## config.mk

```make
export PLATFORM = sky130hd
export DESIGN_NAME = stream_mux_rr
export DESIGN_NICKNAME = d
export VERILOG_FILES = /design/src/rtl/stream_pkg.sv /design/src/rtl/rr_arbiter.sv /design/src/rtl/stream_mux_rr.sv
export SDC_FILE = /design/constraint.sdc
export NUM_CORES = 1
export LEC_CHECK = 0
export ABC_CLOCK_PERIOD_IN_PS = 9600
export CORE_MARGIN = 2
export CORE_UTILIZATION = 49
export DETAILED_ROUTE_END_ITERATION = 7
export GPL_ROUTABILITY_DRIVEN = 0
export PLACE_DENSITY_LB_ADDON = 0.05
export SYNTH_ARGS = -nofsm -noshare
export SYNTH_HDL_FRONTEND = slang
export SYNTH_SLANG_ARGS = --single-unit
```

## constraint.sdc

```tcl
create_clock -name clk -period 9.6 [get_ports clk]
set_input_delay 2.4 -clock clk [delete_from_list [all_inputs] [get_ports clk]]
set_output_delay 2.4 -clock clk [all_outputs]
set_load 0.1 [all_outputs]
```

## src/rtl/stream_pkg.sv

```systemverilog
// rtl/stream_pkg.sv - shared types for the stream selector
package stream_pkg;

  typedef enum logic {
    MODE_FIXED = 1'b0,
    MODE_RR    = 1'b1
  } mux_mode_t;

endpackage

```

## src/rtl/rr_arbiter.sv

```systemverilog
// rtl/rr_arbiter.sv - combinational rotating-priority arbiter
module rr_arbiter #(
  parameter  int N  = 8,
  localparam int SW = $clog2(N)
) (
  input  logic [N-1:0]  req,
  input  logic [SW-1:0] ptr,
  output logic          gnt_valid,
  output logic [SW-1:0] gnt_idx
);

  logic [2*N-1:0] w_req2;
  logic [SW-1:0]  w_off;
  logic [SW:0]    w_sum;

  // Rotate so the request at ptr lands at bit 0; lowest set bit is the winner.
  assign w_req2 = {req, req} >> ptr;

  always_comb begin
    gnt_valid = 1'b0;
    w_off     = '0;
    for (int k = N - 1; k >= 0; k--) begin
      if (w_req2[k]) begin
        gnt_valid = 1'b1;
        w_off     = SW'(k);
      end
    end
    w_sum   = {1'b0, ptr} + {1'b0, w_off};
    gnt_idx = (w_sum >= (SW+1)'(N)) ? SW'(w_sum - (SW+1)'(N)) : w_sum[SW-1:0];
  end

endmodule

```

## src/rtl/stream_mux_rr.sv

```systemverilog
// rtl/stream_mux_rr.sv - N-channel stream selector, fixed or round-robin, registered output
module stream_mux_rr
  import stream_pkg::*;
#(
  parameter  int N  = 8,
  parameter  int W  = 4,
  localparam int SW = $clog2(N)
) (
  input  logic                clk,
  input  logic                reset,
  input  mux_mode_t           mode,
  input  logic [SW-1:0]       sel,
  input  logic [N-1:0][W-1:0] in_data,
  input  logic [N-1:0]        in_valid,
  output logic [N-1:0]        in_ready,
  output logic [W-1:0]        out_data,
  output logic [SW-1:0]       out_chan,
  output logic                out_valid,
  input  logic                out_ready
);

  logic [W-1:0]  r_out_data;
  logic [SW-1:0] r_out_chan;
  logic          r_out_valid;
  logic [SW-1:0] r_rr_ptr;

  logic          w_load_en;
  logic          w_rr_valid;
  logic [SW-1:0] w_rr_idx;
  logic          w_fix_valid;
  logic          w_gnt_valid;
  logic [SW-1:0] w_gnt_idx;
  logic [W-1:0]  w_gnt_data;
  logic          w_xfer_in;
  logic [SW-1:0] w_ptr_next;

  rr_arbiter #(.N(N)) u_arb (
    .req       (in_valid),
    .ptr       (r_rr_ptr),
    .gnt_valid (w_rr_valid),
    .gnt_idx   (w_rr_idx)
  );

  // A sel value of N or above matches no channel, so it never grants.
  always_comb begin
    w_fix_valid = 1'b0;
    for (int i = 0; i < N; i++) begin
      if (sel == SW'(i) && in_valid[i]) w_fix_valid = 1'b1;
    end
  end

  assign w_load_en   = !r_out_valid || out_ready;
  assign w_gnt_valid = (mode == MODE_RR) ? w_rr_valid : w_fix_valid;
  assign w_gnt_idx   = (mode == MODE_RR) ? w_rr_idx : sel;
  assign w_xfer_in   = !reset && w_load_en && w_gnt_valid;
  assign w_ptr_next  = (w_gnt_idx == SW'(N - 1)) ? '0 : w_gnt_idx + SW'(1);

  always_comb begin
    in_ready   = '0;
    w_gnt_data = '0;
    for (int i = 0; i < N; i++) begin
      if (w_gnt_idx == SW'(i)) begin
        in_ready[i] = w_xfer_in;
        w_gnt_data  = in_data[i];
      end
    end
  end

  always_ff @(posedge clk) begin
    if (reset) begin
      r_out_valid <= 1'b0;
      r_out_data  <= '0;
      r_out_chan  <= '0;
      r_rr_ptr    <= '0;
    end else if (w_xfer_in) begin
      r_out_valid <= 1'b1;
      r_out_data  <= w_gnt_data;
      r_out_chan  <= w_gnt_idx;
      if (mode == MODE_RR) r_rr_ptr <= w_ptr_next;
    end else if (r_out_valid && out_ready) begin
      r_out_valid <= 1'b0;
    end
  end

  assign out_data  = r_out_data;
  assign out_chan  = r_out_chan;
  assign out_valid = r_out_valid;

endmodule

```

==> metrics <==
Inserted Clock Buffers 3; clock sinks 11; worst hold start out_valid; Slew Limit Fails 0; WP data arrival 6690 ps; slowest stage delay, CP 710 ps; hold slack 498 ps; Setup crit start in_valid[1]; final WL 6.29 mm; Worst Reg2Reg Path Length in Cells 21; final core utilization 69.3%; drt pass-1 iters 5; status finished, final reports clean; DP Wirelength 4.78 mm; Worst-Skew Late Latency 240 ps; via count 2442; clock root buffer clkbuf_8; Worst Path Buf+Inv 2; post_cts resized 0; fmax 110 MHz; Core ar. 0.00409 mm^2; fin crit share 94.7%; Layout area overhead 34.0%; total negative slack 0 ps; ys flop type dfxtp_1; Die W 69.7 um; dpl ws 570 ps; die height 69.7 um; Post-route DRC 0; Seq/Total Area, Yosys 10.4%; CTS tree done; Max Cap Viol 0; P_leak 1.05 nW; RSZ-0062 raised after global routing no; number of global-route vias before repair 2285; row cnt 23; Setup Skew 2.85 ps; Netlist cell types 56; Clock transition at path regs 50 ps; Starting DRT DRC Count 186; worst path required time 7200 ps; Worst path slowest cell clkdlybuf4s50_1; min Tclk post-route 9090 ps; Layout Nets 402; number of flops mapped to enable cells by yosys 0; Critical Setup Path Class in2out; critical path endpoint category output port; Hold Path Cell Cnt 2; PwrDens 128 mW/mm^2; Avg Vias per Cell 6.15; type of origin of the critical path primary input; hold buffers post-CTS 0; PortBufs 62; first-pass GRT wire length 10.8 mm; post-place instance area 0.00279 mm^2; Filler cells 362; Rel. slew slack 30.9%; design area 0.00283 mm^2; fraction of layout cells with a size suffix above 1 10.4%; Final setup viols 0; FF+latch count, synth 11; Synthesized Nets 359; largest net degree at the start of global routing 32; Crit path top cell by count nor2b_1; H-tree level count 1; drt wl/cell 15.8 um; clk buf depth 2; die area 0.00485 mm^2; Syn Area/Cell 6.92 um^2; gr usage total 26.6%; initial antenna violation count 0; FF-to-FF Start r_rr_ptr[1]; final hold violation count 0; Final Worst Setup Slack 507 ps; Congestion Overflow GR 0; post-CTS repair timing setup buffer count 0; cells after synthesis 305; Crit path depth 13; crit-path cells clkdlybuf4s50_1 -> nor2b_1 -> nor2b_1 -> nor4b_1 -> o311ai_0 -> o221a_2 -> ha_1 -> fa_1 -> and4_4 -> a211oi_4 -> a21oi_4 -> nor3_1 -> buf_12; worst-margin pin slew 1030 ps; Hold WC Path Type reg2reg; number of diodes 0; synthesized area 0.00211 mm^2; antenna viol nets, final 0; critical path fanouts, max 16; Post-synth ARST share 0%; maximum vdd drop 0.124 mV; synth warn 0; largest delay contributor family on the critical path simple AND/OR/NAND/NOR gates; Starting Density 51.7%; num ports 63
-- logic make-up after synthesis --
| kind of cell | Yosys count | share of synthesized area (%) |
|---|---|---|
| flops | 11 | 10.4 |
| compound gates | 105 | 35.8 |
| buf+inv | 44 | 8.89 |
| fa+ha+maj | 7 | 4.50 |
| simple gates | 124 | 32.3 |
| mux | 14 | 8.06 |
-- placed cells by master (no fill, tap or decap), types with 4 or more instances in the layout --
| master | instances |
|---|---|
| mux2_2 | 4 |
| a21oi_1 | 22 |
| and2_1 | 5 |
| a22oi_1 | 5 |
| o21ai_0 | 16 |
| buf_12 | 8 |
| nor2_1 | 26 |
| clkdlybuf4s50_1 | 54 |
| nor2b_1 | 21 |
| and3_1 | 6 |
| ha_1 | 6 |
| inv_1 | 14 |
| a31oi_1 | 8 |
| nand2b_1 | 7 |
| a211oi_1 | 17 |
| o31a_1 | 4 |
| nor3_1 | 10 |
| dfxtp_1 | 11 |
| mux2i_1 | 8 |
| a211o_1 | 5 |
| nand2_1 | 22 |
| nand3b_1 | 4 |
| buf_4 | 6 |
-- cell usage after synthesis (all sizes together), types with 5 or more instances --
library cell	instances	area, um^2
dfxtp	11	220
a21oi	23	126
nor2	26	97.6
nand2	22	82.6
and2	5	31.3
inv	14	52.6
buf	8	52.6
a211oi	19	160
mux2i	8	80.1
a31oi	8	50.1
nand2b	7	43.8
and3	6	37.5
ha	6	75.1
o21ai	17	85.1
a211o	5	43.8
nor2b	21	131
a22oi	5	37.5
nor3	11	60.1
clkbuf	22	82.6
-- per-layer routing --
layer	global-route usage, %	wire length [um]
met4	4.91	53
met5	0	0
met2	41.5	2870
met1	38.7	2940
met3	4.36	424
-- path summary, 6_finish.rpt --
path                                     to  slack, ps
worst min register to register    out_valid        500
worst max-delay path            in_ready[5]        510
worst max register to register  out_data[2]       4070
worst min-delay path              out_valid        500
-- state kept, by name (all words and copies together), names as in the netlist --
register	count
r_rr_ptr	3
out_chan	3
out_valid	1
out_data	4
-- final cells by class --
type                       instances  area, um^2  share of cell area, %
multi-input combinational        250        1700                   60.2
timing repair buffer              68         746                   26.3
sequential                        11         220                   7.78
tap                               50        62.6                   2.21
clock buffer                       4        45.0                   1.59
inverter                          14        52.6                   1.86
-- report_power, final --
group / internal (mW) / switching [mW] / total, mW / leakage [nW]
clock network: 0.0292 / 0.0175 / 0.0467 / 0.0228
logic: 0.0967 / 0.158 / 0.255 / 0.938
registers: 0.0526 / 0.00897 / 0.0616 / 0.0905
total: 0.179 / 0.185 / 0.363 / 1.05
-- per-stage QoR --
step / cells / total power [mW]
2_1_floorplan: 305 / 0.241
3_3_place_gp: 393 / 0.313
3_5_place_dp: 393 / 0.314
4_1_cts: 397 / 0.362
5_1_grt: 397 / 0.389
6_report: 397 / 0.363
-- worst min-delay path, stage by stage, from the launching register on --
cell	delay, ps
dfxtp_1	310
nand2b_1	80
a21oi_1	60
No activity file was read; power rests on OpenSTA's default activity.
